`config.mk`:
```
export PLATFORM = sky130hd
export DESIGN_NAME = loa_sub_pipe
export DESIGN_NICKNAME = d
export VERILOG_FILES = /design/src/rtl/loa_sub_pipe.sv
export SDC_FILE = /design/constraint.sdc
export NUM_CORES = 1
export LEC_CHECK = 0
export BUFFER_PORTS_ARGS = -buffer_cell sky130_fd_sc_hd__buf_2
export CORE_MARGIN = 4
export CORE_UTILIZATION = 61
export CTS_CLUSTER_SIZE = 8
export DETAILED_ROUTE_END_ITERATION = 7
export MAX_ROUTING_LAYER = met4
export PLACE_DENSITY = 0.91
export SLEW_MARGIN = 0
export SYNTH_ARGS = -nofsm -noshare
export SYNTH_HDL_FRONTEND = slang
export SYNTH_SLANG_ARGS = --single-unit
```
`constraint.sdc`:
```
create_clock -name clk -period 7.1 [get_ports clk]
set_input_delay 0.355 -clock clk [delete_from_list [all_inputs] [get_ports clk]]
set_output_delay 0.355 -clock clk [all_outputs]
set_load 0.01 [all_outputs]
```
`src/rtl/loa_sub_pipe.sv`:
```
// loa_sub_pipe: two-stage pipelined lower-part-OR approximate subtractor (A + ~B,
// low LOA_BITS approximated by OR) with valid/ready flow control and |error| statistics.
module loa_sub_pipe #(
    parameter int unsigned WIDTH    = 32,
    parameter int unsigned LOA_BITS = 8,
    parameter int unsigned CNT_W    = 16,
    parameter int unsigned ERR_W    = 40
) (
    input  logic             clk,
    input  logic             rst_n,
    input  logic             in_valid,
    output logic             in_ready,
    input  logic [WIDTH-1:0] a,
    input  logic [WIDTH-1:0] b,
    output logic             out_valid,
    input  logic             out_ready,
    output logic [WIDTH-1:0] diff,
    output logic             borrow,
    input  logic             err_clr,
    output logic [CNT_W-1:0] op_count,
    output logic [ERR_W-1:0] err_sum,
    output logic [WIDTH:0]   err_max
);

    logic             s1_valid;
    logic             s2_valid;
    logic [WIDTH-1:0] s1_a;
    logic [WIDTH-1:0] s1_b;
    logic [WIDTH:0]   s2_err;

    logic             s1_adv;
    logic             s2_adv;
    logic             in_fire;
    logic             deliver;

    logic [WIDTH-1:0] approx_diff;
    logic             approx_cout;
    logic [WIDTH:0]   exact;
    logic [WIDTH:0]   approx_q;
    logic [WIDTH:0]   abs_err;

    logic [ERR_W:0]   err_ext;
    logic [ERR_W:0]   sum_ext;

    // out_ready -> in_ready is the only combinational path through the block.
    assign s2_adv    = ~s2_valid | out_ready;
    assign s1_adv    = s1_valid & s2_adv;
    assign in_ready  = ~s1_valid | s2_adv;
    assign in_fire   = in_valid & in_ready;
    assign deliver   = s2_valid & out_ready;
    assign out_valid = s2_valid;

    generate
        if (LOA_BITS == 0) begin : g_exact
            always_comb begin
                {approx_cout, approx_diff} = {1'b0, s1_a} + {1'b0, ~s1_b}
                                             + {{WIDTH{1'b0}}, 1'b1};
            end
        end else begin : g_loa
            localparam int unsigned UW = WIDTH - LOA_BITS;
            logic [UW:0] upper_sum;
            logic        cu;
            // The +1 of the two's complement is dropped; the top OR'd bit pair
            // supplies the only carry into the exact upper part.
            always_comb begin
                cu          = s1_a[LOA_BITS-1] & ~s1_b[LOA_BITS-1];
                upper_sum   = {1'b0, s1_a[WIDTH-1:LOA_BITS]} + {1'b0, ~s1_b[WIDTH-1:LOA_BITS]}
                              + {{UW{1'b0}}, cu};
                approx_diff = {upper_sum[UW-1:0], s1_a[LOA_BITS-1:0] | ~s1_b[LOA_BITS-1:0]};
                approx_cout = upper_sum[UW];
            end
        end
    endgenerate

    always_comb begin
        exact    = {1'b0, s1_a} + {1'b0, ~s1_b} + {{WIDTH{1'b0}}, 1'b1};
        approx_q = {approx_cout, approx_diff};
        abs_err  = (exact >= approx_q) ? (exact - approx_q) : (approx_q - exact);
    end

    always_ff @(posedge clk or negedge rst_n) begin
        if (!rst_n) begin
            s1_valid <= 1'b0;
            s1_a     <= '0;
            s1_b     <= '0;
        end else begin
            if (in_ready) s1_valid <= in_valid;
            if (in_fire) begin
                s1_a <= a;
                s1_b <= b;
            end
        end
    end

    always_ff @(posedge clk or negedge rst_n) begin
        if (!rst_n) begin
            s2_valid <= 1'b0;
            diff     <= '0;
            borrow   <= 1'b0;
            s2_err   <= '0;
        end else begin
            if (s2_adv) s2_valid <= s1_valid;
            if (s1_adv) begin
                diff   <= approx_diff;
                borrow <= ~approx_cout;
                s2_err <= abs_err;
            end
        end
    end

    assign err_ext = {{(ERR_W - WIDTH){1'b0}}, s2_err};
    assign sum_ext = {1'b0, err_sum} + err_ext;

    always_ff @(posedge clk or negedge rst_n) begin
        if (!rst_n) begin
            op_count <= '0;
            err_sum  <= '0;
            err_max  <= '0;
        end else if (err_clr) begin
            // A delivery coinciding with the clear restarts the statistics from it.
            if (deliver) begin
                op_count <= {{(CNT_W-1){1'b0}}, 1'b1};
                err_sum  <= err_ext[ERR_W-1:0];
                err_max  <= s2_err;
            end else begin
                op_count <= '0;
                err_sum  <= '0;
                err_max  <= '0;
            end
        end else if (deliver) begin
            if (op_count != '1) op_count <= op_count + 1'b1;
            err_sum <= sum_ext[ERR_W] ? '1 : sum_ext[ERR_W-1:0];
            if (s2_err > err_max) err_max <= s2_err;
        end
    end

endmodule

```
==> parameters.txt <==
Parameter                              Value

Timing
  Time the final worst path needs with I/O delays and setup ... around 6.6 ns
  Final critical-path share of the clock period ... ~93%
  Worst-margin pin slew ... between 1 and 1.5 ns
  Max Slew Vio Count ... 0
  Count of final hold-check violations ... 0
  Layout Skew ... around 0.016 ns
  Final setup violation count ... 0
  RSZ-0062 raised after global routing ... no
  Relative slew slack ... roughly 25%
  Total negative slack ... 0 ns
  Worst hold margin ... between 0.01 and 0.015 ns
  Top achievable clock speed ... around 0.15 GHz

Floorplanning
  Starting density of the core ... a little over three fifths
  Die H ... 178 um
  CORE AREA ... about 28000 um^2
  Number of placement rows ... 61
  Die width ... ~180 um
  Die Footprint ... 31500 um^2
  Number of top-level pins ... roughly 190

Pwr
  Switching power share of the total ... slightly above 50%
  P_leak ... approximately 9.5 nW
  Cell-internal power ... about 0.0054 W
  Power density over the cells ... roughly 550 nW/um^2
  Power dissipated by switching net loads ... approximately 0.0055 W
  Part of the power in combinational logic ... a little under 70%
  Portion of total power attributed to sequential cells ... a little under a fifth
  Clk pwr share ... 12.1%
  Maximum ir drop on the vdd rail ... 242 uV
  Total design power ... around 0.011 W

Cells and area
  Number of fill cells ... ~2200
  Core Util, Final ... 69.8%
  Area growth from synthesis to final layout ... 11.8%
  Number of diodes added for antenna fixing ... 0
  Share of post-route cells with drive strength above 1 ... 16.6%
  Post-layout nets ... between 2000 and 2500
  Non-Filler Cell Area, Final ... 19600 um^2

Logic synthesis
  Number of flops mapped to enable cells by yosys ... 0
  Compound-cell area share of the yosys netlist ... between 20% and 30%
  Biggest area consumer among synthesized cells ... sky130_fd_sc_hd__dfrtp_1
  Simple-gate area share of the yosys netlist ... a little over an eighth
  Count of state elements after synthesis ... roughly 220
  Commonest cells in the synthesized netlist ... sky130_fd_sc_hd__dfrtp_1, sky130_fd_sc_hd__inv_1, sky130_fd_sc_hd__nand2_1, sky130_fd_sc_hd__o21ai_0, sky130_fd_sc_hd__ha_1
  Synth Area per Inst ... 8.61 um^2
  Mux cell area share after synthesis ... 5.24%
  Top cell type's share of synthesized area ... between 30% and 40%
  Syn. warnings ... 0
  Adder-cell share of the synthesized area ... roughly an eighth
  Nets in the synthesized netlist ... around 2300
  Count of different cell masters after synthesis ... 87
  Share of flip-flops with an asynchronous set or reset ... between 90% and 100%
  Synthesized area ... around 18000 um^2
  Gate count after technology mapping ... between 2000 and 2500
  Fraction of the yosys area taken by sequential cells ... 31.5%
  Biggest area contributors in the synthesized netlist ... sky130_fd_sc_hd__dfrtp_1, sky130_fd_sc_hd__ha_1, sky130_fd_sc_hd__o21ai_0
  Count leader, synth ... sky130_fd_sc_hd__dfrtp_1
  Dominant combinational cell family by area after synthesis ... compound AO/OA/AOI/OAI gates
  Xor-xnor portion of the synthesized cell area ... 6.09%
  Primary FF master, synth ... sky130_fd_sc_hd__dfrtp_1

Outcome
  Run status ... finished clean

Placed design
  Post-DP HPWL ... 38.9 mm
  Placement Cell Area ... 18800 um^2
  Final RePlAce weighted congestion ... approximately 0.98
  Count of buffers from port buffering ... around 190

Min path
  Min-Delay Path Depth ... 2
  Class of the worst hold path ... primary input to flop

Critical path
  Worst EP arrival ... about 7.0 ns
  Count of cells along the worst register-to-register path ... 25
  Worst setup SP type ... flop
  Largest fanout on the critical path ... 12
  Endpoint type of the worst setup path ... flop
  Category of the most critical setup path ... flop to flop
  Required time worst endpoint ... 7.52 ns

Routing
  DRT antenna net count ... 0
  Starting DRT DRC Count ... ~1300
  First-pass detailed-route iteration total ... 8
  Post-DR wirelength/cell ... roughly 20 um
  Via total after detailed routing ... about 16000
  Number of DRC violations after detailed routing ... 0
  Total wire length after detailed routing ... just over 50 mm
  Avg Vias per Cell ... 6.30

CTS
  Master cell of the clock root buffer ... sky130_fd_sc_hd__clkbuf_16
  CTS clk-pin slew, worst paths ... around 0.050 ns
  Num Clock Sinks ... between 200 and 250
  Clock latency on the worst-skew pair ... about 0.57 ns
  Clock tree from TritonCTS ... built
  Largest buffer count on any clock path ... 3
  Total setup buffers inserted after CTS ... 0
  H-tree depth reported by CTS ... 1
  Inserted Clock Buffers ... 31

Global route
  Total congestion overflow ... 0
  Maximum number of pins on one net before global-route repair ... 84
  Vias in the first global route ... 16154
  Global-route total usage across every layer ... 32.9%
  Initial antenna violation count ... 0
  Global-route wire length before repair ... 82.6 mm

Job
  Max-cap check violation count ... 0
metrics by stage:
| step | instances | worst slack (ns) |
|---|---|---|
| 6_report | 2565 | 0.509 |
| 3_5_place_dp | 2529 | 0.347 |
| 4_1_cts | 2565 | 0.318 |
| 3_3_place_gp | 2529 | 0.404 |
| 2_1_floorplan | 2037 | 1.63 |
| 5_1_grt | 2565 | 0.0890 |
what timing repair did:
action | CTS | global route
hold buffers | 1 | 0
endpoints found under the hold margin | 81 | 0
resized for setup | 0 | 3
endpoints found under the setup margin | 0 | 4
path summary, 6_finish.rpt:
| kind | slack [ns] | start | to |
|---|---|---|---|
| setup reg to reg | 0.51 | s1_a[0]$_DFFE_PN0P_ | s2_err[23]$_DFFE_PN0P_ |
| max in group asynchronous | 5.32 | rst_n | s1_b[25]$_DFFE_PN0P_ |
| min in group asynchronous | 0.36 | rst_n | op_count[4]$_DFFE_PN0P_ |
| hold / removal | 0.01 | in_valid | s1_valid$_DFFE_PN0N_ |
| hold reg to reg | 0.47 | diff[31]$_DFFE_PN0P_ | diff[31]$_DFFE_PN0P_ |
| setup / recovery | 0.51 | s1_a[0]$_DFFE_PN0P_ | s2_err[23]$_DFFE_PN0P_ |
flip-flops by register name, indices dropped and copies added (netlist names):
signal and flops:
borrow 1, diff 32, err_max 33, err_sum 40, op_count 16, out_valid 1, s1_a 32, s1_b 32
s1_valid 1, s2_err 33
placed cells by master (no fill, tap or decap), drive strengths merged, types with 15 or more instances in the layout:
cell,instances
nor2,110
nor2b,24
a221oi,15
nand2,178
nor3,45
ha,171
o21a,20
a21oi,159
a32o,33
buf,218
nand4,34
a21o,83
o21bai,26
nand3,45
inv,180
o22ai,17
xor2,48
clkbuf,34
o21ai,179
mux2,70
xnor2,74
dfrtp,221
cell families after synthesis:
family                     count (synthesis)
AOI/OAI and AO/OA                        648
buffers and inverters                    283
and+or+nand+nor                          503
adders and majority gates                177
muxes                                     83
DFF                                      221
xor gates and xnor gates                 122
power groups by stage:
stage	registers (W)	logic, W	clock network, W
3_3_place_gp	0.00201	0.00715	0
2_1_floorplan	0.00200	0.00526	0
6_report	0.00203	0.00749	0.00130
3_5_place_dp	0.00203	0.00727	0
5_1_grt	0.00207	0.00822	0.00137
4_1_cts	0.00202	0.00733	0.00132
metal layers:
metal  track usage [%]  up-vias  part of all wire [%]
li1                  -     7558                     -
met1              41.5     7744                    41
met2              55.4      716                    48
met3              4.07      132                   6.8
met4              10.8        0                   3.8
met5                 -        -                     0
layout make-up:
class,count,area (um^2),area share [%]
clock buffers,34,787,4.01
clock inverters,1,20.0,0.102
inverters,179,672,3.43
multi-input cells,1533,11000,55.8
flip-flops and latches,221,5530,28.2
well taps,378,473,2.41
repair buffers,219,1180,6.00
critical path: stages (launching register included):
cell and delay [ns]:
sky130_fd_sc_hd__dfrtp_1 0.39, sky130_fd_sc_hd__inv_1 0.10, sky130_fd_sc_hd__ha_1 0.26, sky130_fd_sc_hd__inv_1 0.08, sky130_fd_sc_hd__fa_1 0.43, sky130_fd_sc_hd__a21o_1 0.19
sky130_fd_sc_hd__a21oi_1 0.21, sky130_fd_sc_hd__o21ai_0 0.11, sky130_fd_sc_hd__a21oi_1 0.23, sky130_fd_sc_hd__o21bai_1 0.11, sky130_fd_sc_hd__a211oi_1 0.43, sky130_fd_sc_hd__o21ai_0 0.23
sky130_fd_sc_hd__a31o_2 0.28, sky130_fd_sc_hd__a21o_1 0.22, sky130_fd_sc_hd__xor2_1 0.17, sky130_fd_sc_hd__ha_1 0.41, sky130_fd_sc_hd__nand4_1 0.32, sky130_fd_sc_hd__nor3_1 0.11
sky130_fd_sc_hd__nor3_1 0.25, sky130_fd_sc_hd__nand3_1 0.13, sky130_fd_sc_hd__a211oi_1 0.35, sky130_fd_sc_hd__nand2_2 0.29, sky130_fd_sc_hd__mux2i_1 0.31, sky130_fd_sc_hd__o41ai_1 0.56
sky130_fd_sc_hd__xnor2_1 0.21, sky130_fd_sc_hd__o21ai_1 0.08
Note: power is estimated with default switching activity, not from simulation.
